[src/rtl/arb_mux8way16_pkg.sv]
// Shared types and the rotate-and-priority pick used by the round-robin arbiter.
// Pure combinational helpers, no state.
package arb_pkg;

  localparam int NREQ_MAX = 8;
  localparam int SELW_MAX = 3;

  typedef enum logic {IDLE = 1'b0, GRANT = 1'b1} arb_state_t;

  // First set bit of req searching upward from last+1, wrapping at nreq-1.
  function automatic logic [SELW_MAX-1:0] rr_pick(input logic [NREQ_MAX-1:0] req,
                                                   input logic [SELW_MAX-1:0] last,
                                                   input int nreq);
    logic [SELW_MAX-1:0] win;
    logic found;
    int idx;
    win   = '0;
    found = 1'b0;
    for (int i = 1; i <= NREQ_MAX; i++) begin
      idx = int'(last) + i;
      if (idx >= nreq) idx = idx - nreq;
      if (i <= nreq && !found && req[idx[SELW_MAX-1:0]]) begin
        win   = idx[SELW_MAX-1:0];
        found = 1'b1;
      end
    end
    return win;
  endfunction

endpackage

[src/rtl/arb_mux8way16_if.sv]
// Requester/consumer bus of the arbiter; slave modport is the arbiter side.
// o/o_valid/o_ready form a valid-ready handshake, ack pulses on consumption.
interface arb_mux8way16_if #(
  parameter int WIDTH = 16,
  parameter int NREQ  = 8
);
  localparam int SELW = $clog2(NREQ);

  logic [NREQ-1:0]       req;
  logic [NREQ*WIDTH-1:0] data;
  logic [NREQ-1:0]       ack;
  logic [WIDTH-1:0]      o;
  logic                  o_valid;
  logic                  o_ready;
  logic [SELW-1:0]       sel;
  logic                  busy;

  modport slave  (input req, data, o_ready, output ack, o, o_valid, sel, busy);
  modport master (output req, data, o_ready, input ack, o, o_valid, sel, busy);

endinterface

[src/rtl/arb_mux8way16_prims.sv]
// Word mux and one-of-N decode primitives; purely combinational, no backpressure.
// DMux outputs are MSB-first: sel=k drives o[N-1-k].
module Mux4Way16 #(
  parameter int W = 16
) (
  input  logic [W-1:0] a,
  input  logic [W-1:0] b,
  input  logic [W-1:0] c,
  input  logic [W-1:0] d,
  input  logic [1:0]   sel,
  output logic [W-1:0] out
);
  always_comb begin
    case (sel)
      2'd0:    out = a;
      2'd1:    out = b;
      2'd2:    out = c;
      default: out = d;
    endcase
  end
endmodule

module Mux8Way16 #(
  parameter int W = 16
) (
  input  logic [W-1:0] a,
  input  logic [W-1:0] b,
  input  logic [W-1:0] c,
  input  logic [W-1:0] d,
  input  logic [W-1:0] e,
  input  logic [W-1:0] f,
  input  logic [W-1:0] g,
  input  logic [W-1:0] h,
  input  logic [2:0]   sel,
  output logic [W-1:0] out
);
  logic [W-1:0] lo, hi;

  Mux4Way16 #(.W(W)) u_lo (.a(a), .b(b), .c(c), .d(d), .sel(sel[1:0]), .out(lo));
  Mux4Way16 #(.W(W)) u_hi (.a(e), .b(f), .c(g), .d(h), .sel(sel[1:0]), .out(hi));

  assign out = sel[2] ? hi : lo;
endmodule

module DMux4Way (
  input  logic       in,
  input  logic [1:0] sel,
  output logic [3:0] o
);
  always_comb begin
    o = '0;
    o[2'd3 - sel] = in;
  end
endmodule

module DMux8Way (
  input  logic       in,
  input  logic [2:0] sel,
  output logic [7:0] o
);
  always_comb begin
    o = '0;
    o[3'd7 - sel] = in;
  end
endmodule

[src/rtl/arb_mux8way16_rr_pick.sv]
// Combinational winner select from (req, last); ARB_FIXED_PRIO_EN makes index 0 always win.
// Zero latency, no handshake.
module rr_pick_comb
  import arb_pkg::*;
#(
  parameter int NREQ = 8,
  parameter int SELW = 3
) (
  input  logic [NREQ-1:0] req,
  input  logic [SELW-1:0] last,
  output logic [SELW-1:0] winner,
  output logic            any
);
  logic [NREQ_MAX-1:0] req_ext;
  logic [SELW_MAX-1:0] last_ext;
  logic [SELW_MAX-1:0] pick;

  assign req_ext = NREQ_MAX'(req);

`ifdef ARB_FIXED_PRIO_EN
  // Pretending the top index won last makes the search start at bit 0.
  logic unused_last;
  assign unused_last = ^last;
  assign last_ext    = SELW_MAX'(NREQ - 1);
`else
  assign last_ext = SELW_MAX'(last);
`endif

  assign pick   = rr_pick(req_ext, last_ext, NREQ);
  assign winner = SELW'(pick);
  assign any    = |req;
endmodule

[src/rtl/arb_mux8way16.sv]
// Round-robin arbiter (fixed priority with ARB_FIXED_PRIO_EN) sharing one registered word output.
// req->o_valid one cycle; o held under !o_ready; ack pulses combinationally on the handshake.
module arb_mux8way16
  import arb_pkg::*;
#(
  parameter int WIDTH = 16,
  parameter int NREQ  = 8
) (
  input  logic              clk,
  input  logic              reset,
  arb_mux8way16_if.slave    bus
);
  localparam int SELW = $clog2(NREQ);
  localparam logic [0:0] ST_IDLE  = 1'(IDLE);
  localparam logic [0:0] ST_GRANT = 1'(GRANT);

  logic [0:0]       state_q, state_d;
  logic [WIDTH-1:0] o_q, o_d;
  logic             o_valid_q, o_valid_d;
  logic [SELW-1:0]  sel_q, sel_d;
  logic [SELW-1:0]  last_q, last_d;

  logic [SELW-1:0]  winner;
  logic             any;
  logic [WIDTH-1:0] mux_out;
  logic             hs;
  logic [NREQ-1:0]  dmux_o;

  rr_pick_comb #(.NREQ(NREQ), .SELW(SELW)) u_pick (
    .req    (bus.req),
    .last   (last_q),
    .winner (winner),
    .any    (any)
  );

  assign hs = (state_q == ST_GRANT) && o_valid_q && bus.o_ready;

  generate
    if (NREQ == 8) begin : g_n8
      Mux8Way16 #(.W(WIDTH)) u_mux (
        .a(bus.data[0*WIDTH +: WIDTH]), .b(bus.data[1*WIDTH +: WIDTH]),
        .c(bus.data[2*WIDTH +: WIDTH]), .d(bus.data[3*WIDTH +: WIDTH]),
        .e(bus.data[4*WIDTH +: WIDTH]), .f(bus.data[5*WIDTH +: WIDTH]),
        .g(bus.data[6*WIDTH +: WIDTH]), .h(bus.data[7*WIDTH +: WIDTH]),
        .sel(winner), .out(mux_out)
      );
      DMux8Way u_dmux (.in(hs), .sel(sel_q), .o(dmux_o));
    end else if (NREQ == 4) begin : g_n4
      Mux4Way16 #(.W(WIDTH)) u_mux (
        .a(bus.data[0*WIDTH +: WIDTH]), .b(bus.data[1*WIDTH +: WIDTH]),
        .c(bus.data[2*WIDTH +: WIDTH]), .d(bus.data[3*WIDTH +: WIDTH]),
        .sel(winner), .out(mux_out)
      );
      DMux4Way u_dmux (.in(hs), .sel(sel_q), .o(dmux_o));
    end else begin : g_bad_nreq
      $error("arb_mux8way16: NREQ must be 4 or 8");
      assign mux_out = '0;
      assign dmux_o  = '0;
    end
  endgenerate

  // Decode primitive is MSB-first; flip so ack[k] belongs to requester k.
  for (genvar k = 0; k < NREQ; k++) begin : g_ack
    assign bus.ack[k] = dmux_o[NREQ-1-k];
  end

  always_comb begin
    state_d   = state_q;
    o_d       = o_q;
    o_valid_d = o_valid_q;
    sel_d     = sel_q;
    last_d    = last_q;
    case (state_q)
      ST_IDLE: begin
        if (any) begin
          state_d   = ST_GRANT;
          sel_d     = winner;
          last_d    = winner;
          o_d       = mux_out;
          o_valid_d = 1'b1;
        end
      end
      default: begin
        if (hs) begin
          state_d   = ST_IDLE;
          o_valid_d = 1'b0;
        end
      end
    endcase
  end

  always_ff @(posedge clk) begin
    if (reset) begin
      state_q   <= ST_IDLE;
      o_q       <= '0;
      o_valid_q <= 1'b0;
      sel_q     <= '0;
      last_q    <= SELW'(NREQ - 1);
    end else begin
      state_q   <= state_d;
      o_q       <= o_d;
      o_valid_q <= o_valid_d;
      sel_q     <= sel_d;
      last_q    <= last_d;
    end
  end

  assign bus.o       = o_q;
  assign bus.o_valid = o_valid_q;
  assign bus.sel     = sel_q;
  assign bus.busy    = (state_q == ST_GRANT);

endmodule

[src/flat_wrapper.sv]
// flat-port wrapper written by rule: the top's interface ports become plain ports
module arb_mux8way16_flat import arb_pkg::*;
#(
  parameter int WIDTH = 16,
  parameter int NREQ  = 8
)
  (clk, reset, bus_req, bus_data, bus_o_ready, bus_ack, bus_o, bus_o_valid, bus_sel, bus_busy);
  arb_mux8way16_if #(.WIDTH(WIDTH), .NREQ(NREQ)) bus_i ();
  input  logic clk;
  input  logic reset;
  input wire logic [$bits(bus_i.req)-1:0] bus_req;
  input wire logic [$bits(bus_i.data)-1:0] bus_data;
  input wire logic [$bits(bus_i.o_ready)-1:0] bus_o_ready;
  output wire logic [$bits(bus_i.ack)-1:0] bus_ack;
  output wire logic [$bits(bus_i.o)-1:0] bus_o;
  output wire logic [$bits(bus_i.o_valid)-1:0] bus_o_valid;
  output wire logic [$bits(bus_i.sel)-1:0] bus_sel;
  output wire logic [$bits(bus_i.busy)-1:0] bus_busy;
  assign bus_i.req = bus_req;
  assign bus_i.data = bus_data;
  assign bus_i.o_ready = bus_o_ready;
  assign bus_ack = bus_i.ack;
  assign bus_o = bus_i.o;
  assign bus_o_valid = bus_i.o_valid;
  assign bus_sel = bus_i.sel;
  assign bus_busy = bus_i.busy;
  arb_mux8way16 #(.WIDTH(WIDTH), .NREQ(NREQ)) u_core (.clk(clk), .reset(reset), .bus(bus_i));
endmodule
[config.mk]
export PLATFORM = sky130hd
export DESIGN_NAME = arb_mux8way16_flat
export DESIGN_NICKNAME = d
export VERILOG_FILES = /design/src/rtl/arb_mux8way16_pkg.sv /design/src/rtl/arb_mux8way16_if.sv /design/src/rtl/arb_mux8way16_prims.sv /design/src/rtl/arb_mux8way16_rr_pick.sv /design/src/rtl/arb_mux8way16.sv /design/src/flat_wrapper.sv
export SDC_FILE = /design/constraint.sdc
export NUM_CORES = 1
export LEC_CHECK = 0
export CORE_UTILIZATION = 40
export CTS_CLUSTER_SIZE = 16
export DETAILED_ROUTE_END_ITERATION = 10
export HOLD_SLACK_MARGIN = 0.03
export PLACE_DENSITY = 0.83
export SLEW_MARGIN = 20
export SYNTH_ARGS = -nofsm -noshare
export SYNTH_HDL_FRONTEND = slang
export SYNTH_SLANG_ARGS = --single-unit
[constraint.sdc]
create_clock -name clk -period 6.48 [get_ports clk]
set_input_delay 1.62 -clock clk [delete_from_list [all_inputs] [get_ports clk]]
set_output_delay 1.62 -clock clk [all_outputs]
set_load 0.03 [all_outputs]
==> flow_summary.html <==
<table>
<tr><th>Metric</th><th>Value</th></tr>
<tr><th colspan="2">Setup path</th></tr>
<tr><td>Critical Path Sink Type</td><td>register</td></tr>
<tr><td>Worst setup SP type</td><td>register</td></tr>
<tr><td>Max Fanout on Critical Path</td><td>21</td></tr>
<tr><td>Critical Path AT</td><td>5.53 ns</td></tr>
<tr><td>Type of the worst setup path</td><td>reg2reg</td></tr>
<tr><td>WP data required</td><td>6.65 ns</td></tr>
<tr><th colspan="2">Synthesis</th></tr>
<tr><td>Netlist cell types</td><td>56</td></tr>
<tr><td>Async set-or-reset flop fraction in the synthesized netlist</td><td>0%</td></tr>
<tr><td>Ranking of synthesized cells by area</td><td>sky130_fd_sc_hd__dfxtp_1 (16%), sky130_fd_sc_hd__nand2_1 (13%), sky130_fd_sc_hd__mux2i_1 (11%)</td></tr>
<tr><td>Yosys warns</td><td>0</td></tr>
<tr><td>Portion of synthesized cell area occupied by the leading cell type</td><td>16.2%</td></tr>
<tr><td>Dominant synthesized flop cell</td><td>sky130_fd_sc_hd__dfxtp_1</td></tr>
<tr><td>Cell type with the highest aggregate area in the netlist</td><td>sky130_fd_sc_hd__dfxtp_1</td></tr>
<tr><td>Count of flip-flops with a built-in enable after synthesis</td><td>0</td></tr>
<tr><td>Cell area after technology mapping</td><td>0.00297 mm^2</td></tr>
<tr><td>Sequential area share after synthesis</td><td>16.2%</td></tr>
<tr><td>Mapped Cells</td><td>407</td></tr>
<tr><td>Nets in the synthesized netlist</td><td>548</td></tr>
<tr><td>Post-synth top cells</td><td>sky130_fd_sc_hd__nand2_1 (106), sky130_fd_sc_hd__nor2_1 (34), sky130_fd_sc_hd__mux2i_1 (32)</td></tr>
<tr><td>Most frequently used cell type in the post-synthesis netlist</td><td>sky130_fd_sc_hd__nand2_1</td></tr>
<tr><td>Mean instance size in the synthesized netlist</td><td>7.30 um^2</td></tr>
<tr><td>Seq cells post-synth</td><td>24</td></tr>
<tr><th colspan="2">Final layout</th></tr>
<tr><td>Post-route core utilization</td><td>65.2%</td></tr>
<tr><td>ANT cells</td><td>0</td></tr>
<tr><td>Area growth from synthesis to layout</td><td>58.3%</td></tr>
<tr><td>Area of the multi-input gates</td><td>0.00232 mm^2</td></tr>
<tr><td>Final #Nets</td><td>691</td></tr>
<tr><td>Layout cell share with drive strength beyond 1</td><td>5.83%</td></tr>
<tr><td>Footprint of the flip-flops and latches</td><td>480 um^2</td></tr>
<tr><td>Number of fill cells</td><td>644</td></tr>
<tr><th colspan="2">GRT</th></tr>
<tr><td>Antenna violations before repair</td><td>0</td></tr>
<tr><td>Met1 Resource Use GR</td><td>32.4%</td></tr>
<tr><td>Wire length of the first global-routing pass</td><td>16,700 um</td></tr>
<tr><td>Met3 Use GR</td><td>6.22%</td></tr>
<tr><td>Met2 Use GR</td><td>48.7%</td></tr>
<tr><td>Via count of the first global-routing pass</td><td>3,557</td></tr>
<tr><td>Total track usage</td><td>27.8%</td></tr>
<tr><td>Residual overflow from global routing</td><td>0</td></tr>
<tr><td>Maximum number of pins on one net before global-route repair</td><td>48</td></tr>
<tr><td>Busiest grt layer</td><td>met2</td></tr>
<tr><th colspan="2">Job</th></tr>
<tr><td>Max-Cap Viols</td><td>0</td></tr>
<tr><th colspan="2">STA</th></tr>
<tr><td>Clock period minus final worst setup slack</td><td>5.36 ns</td></tr>
<tr><td>Setup TNS Final</td><td>0 ns</td></tr>
<tr><td>Transition time of the tightest slew-check pin</td><td>1.11 ns</td></tr>
<tr><td>Post-route setup slack</td><td>1.12 ns</td></tr>
<tr><td>Highest clock frequency the design can meet</td><td>187 MHz</td></tr>
<tr><td>Final period utilization</td><td>82.7%</td></tr>
<tr><td>RSZ-0062 raised after global routing</td><td>no</td></tr>
<tr><td>Number of pins exceeding their max-slew limit in the final report</td><td>0</td></tr>
<tr><td>Worst slew margin relative to its limit</td><td>26.0%</td></tr>
<tr><td>Number of setup violations in the final report</td><td>0</td></tr>
<tr><td>Worst Clk Skew</td><td>0.00459 ns</td></tr>
<tr><td>Hold Fails Final Rpt</td><td>0</td></tr>
<tr><th colspan="2">Power</th></tr>
<tr><td>Ratio of total power to cell area</td><td>631 mW/mm^2</td></tr>
<tr><td>Static Leakage</td><td>1.85 nW</td></tr>
<tr><td>Worst supply voltage drop on vdd</td><td>0.000496 V</td></tr>
<tr><th colspan="2">Die</th></tr>
<tr><td>Starting Density</td><td>41.2%</td></tr>
<tr><td>Overall die width</td><td>88.2 um</td></tr>
<tr><td>Number of core rows</td><td>31</td></tr>
<tr><td>Chip Height</td><td>88.2 um</td></tr>
<tr><td>Overall die area</td><td>0.00778 mm^2</td></tr>
<tr><td>Top Ports</td><td>168</td></tr>
<tr><td>Core area</td><td>0.00721 mm^2</td></tr>
<tr><th colspan="2">Clocking</th></tr>
<tr><td>Post-CTS setup buffers</td><td>0</td></tr>
<tr><td>Number of instances resized during post-cts repair</td><td>0</td></tr>
<tr><td>Total of hold buffers inserted after clock tree synthesis</td><td>0</td></tr>
<tr><td>Number of H-tree branching levels</td><td>1</td></tr>
<tr><td>Skew-Pair Late Insertion Delay</td><td>0.27 ns</td></tr>
<tr><td>Num CTS Buffers</td><td>3</td></tr>
<tr><td>Clock-pin slew on the worst setup and hold paths</td><td>0.09 ns</td></tr>
<tr><td>Number of clock sinks</td><td>24</td></tr>
<tr><td>CTS Root Buffer Type</td><td>sky130_fd_sc_hd__clkbuf_8</td></tr>
<tr><td>CTS tree</td><td>built</td></tr>
<tr><td>Maximum count of clock buffers along a single path</td><td>2</td></tr>
<tr><th colspan="2">Detailed routing</th></tr>
<tr><td>Wire per inst</td><td>17.3 um</td></tr>
<tr><td>Post-Route WL</td><td>11,200 um</td></tr>
<tr><td>Number of remaining DRC errors</td><td>0</td></tr>
<tr><td>DR pass1 iterations</td><td>5</td></tr>
<tr><td>Number of vias per cell</td><td>5.73</td></tr>
<tr><td>Routed via count</td><td>3,714</td></tr>
<tr><td>Antenna Nets Post-Route</td><td>0</td></tr>
<tr><td>Number of DRC markers in iteration 0</td><td>203</td></tr>
<tr><th colspan="2">Place</th></tr>
<tr><td>HPWL reported at the end of detailed placement</td><td>8760 um</td></tr>
<tr><td>Count of buffers inserted at the top-level ports</td><td>167</td></tr>
<tr><td>Worst setup timing slack at the placement stage</td><td>1.04 ns</td></tr>
<tr><td>Placer congestion estimate</td><td>0.925</td></tr>
<tr><th colspan="2">Min path</th></tr>
<tr><td>Hold/Removal Path Class</td><td>reg2reg</td></tr>
<tr><th colspan="2">Outcome</th></tr>
<tr><td>Result of the run</td><td>complete, no violations</td></tr>
</table>
per-layer routing:
layer | vias to the layer above | routed length (um)
met5 | - | 0
met4 | 0 | 391
met3 | 28 | 826
met2 | 174 | 5720
met1 | 1710 | 4270
li1 | 1802 | -
cell usage in the layout (no fill, tap or decap), types with 4 or more instances in the layout:
| cell type | count |
|---|---|
| sky130_fd_sc_hd__clkdlybuf4s50_1 | 167 |
| sky130_fd_sc_hd__nand2_1 | 106 |
| sky130_fd_sc_hd__nor2_1 | 33 |
| sky130_fd_sc_hd__mux2i_1 | 32 |
| sky130_fd_sc_hd__dfxtp_1 | 24 |
| sky130_fd_sc_hd__nand3_1 | 19 |
| sky130_fd_sc_hd__and3_1 | 17 |
| sky130_fd_sc_hd__a32oi_1 | 16 |
| sky130_fd_sc_hd__a311oi_1 | 15 |
| sky130_fd_sc_hd__mux4_2 | 11 |
| sky130_fd_sc_hd__a21oi_1 | 11 |
| sky130_fd_sc_hd__mux2_2 | 7 |
| sky130_fd_sc_hd__nor2b_1 | 5 |
| sky130_fd_sc_hd__mux2_1 | 5 |
| sky130_fd_sc_hd__inv_1 | 4 |
| sky130_fd_sc_hd__nand2b_1 | 4 |
| sky130_fd_sc_hd__clkbuf_8 | 4 |
| sky130_fd_sc_hd__buf_4 | 4 |
final cells by class:
type | count | share of cell area, %
multi-input combinational | 345 | 49.4
timing repair buffer | 171 | 36.2
sequential | 24 | 10.2
tap | 99 | 2.63
clock buffer | 4 | 1.17
inverter | 5 | 0.399
state kept, by name, summed over array words and instances, names as in the netlist:
name and cells:
u_core.bus.sel 3, u_core.bus.busy 1, u_core.last_q 3, u_core.bus.o 16
u_core.bus.o_valid 1
cells by family after synthesis:
logic type	after synthesis	synth area share (%)
AO/OA/AOI/OAI	87	22.9
XOR/XNOR	4	1.18
adder cells (fa/ha/maj)	2	0.842
buffers and inverters	38	6.10
flip-flops	24	16.2
multiplexers	55	23.7
AND/OR/NAND/NOR	197	29.2
worst max-delay path, stage by stage (launching register included):
cell and delay, ns:
sky130_fd_sc_hd__dfxtp_1 0.92, sky130_fd_sc_hd__inv_2 0.27, sky130_fd_sc_hd__ha_1 0.86, sky130_fd_sc_hd__nor2b_1 0.10, sky130_fd_sc_hd__a2111oi_0 0.65, sky130_fd_sc_hd__a211oi_1 0.24
sky130_fd_sc_hd__a211oi_1 0.38, sky130_fd_sc_hd__nor4_2 0.16, sky130_fd_sc_hd__nand3b_1 0.27, sky130_fd_sc_hd__nor2_1 0.87, sky130_fd_sc_hd__a32oi_1 0.27, sky130_fd_sc_hd__and3_1 0.25
per-stage QoR:
step	power, mW	instances	hold slack [ns]	cell area (um^2)
final	2.97	648	0.522	4700
after global routing	3.18	648	0.573	4700
after CTS	2.94	648	0.529	4700
after detailed placement	2.83	644	0.516	4650
after global placement	2.78	644	0.494	4650
after floorplan	2.27	407	0.601	2970
where the power goes:
| group | internal, mW | switching [mW] |
|---|---|---|
| Sequential | 0.213 | 0.0910 |
| Clock | 0.0542 | 0.0503 |
| Combinational | 1.02 | 1.54 |
| Total | 1.28 | 1.68 |
final timing paths:
check	slack, ns	end	start	depth (start not counted)
hold reg to reg	0.52	u_core.bus.o_valid	u_core.bus.o_valid	2
setup reg to reg	1.12	u_core.bus.o[2]	u_core.last_q[0]	11
hold / removal	0.52	u_core.bus.o_valid	u_core.bus.o_valid	2
setup / recovery	1.12	u_core.bus.o[2]	u_core.last_q[0]	11
Power figures use the tool's default switching activity.
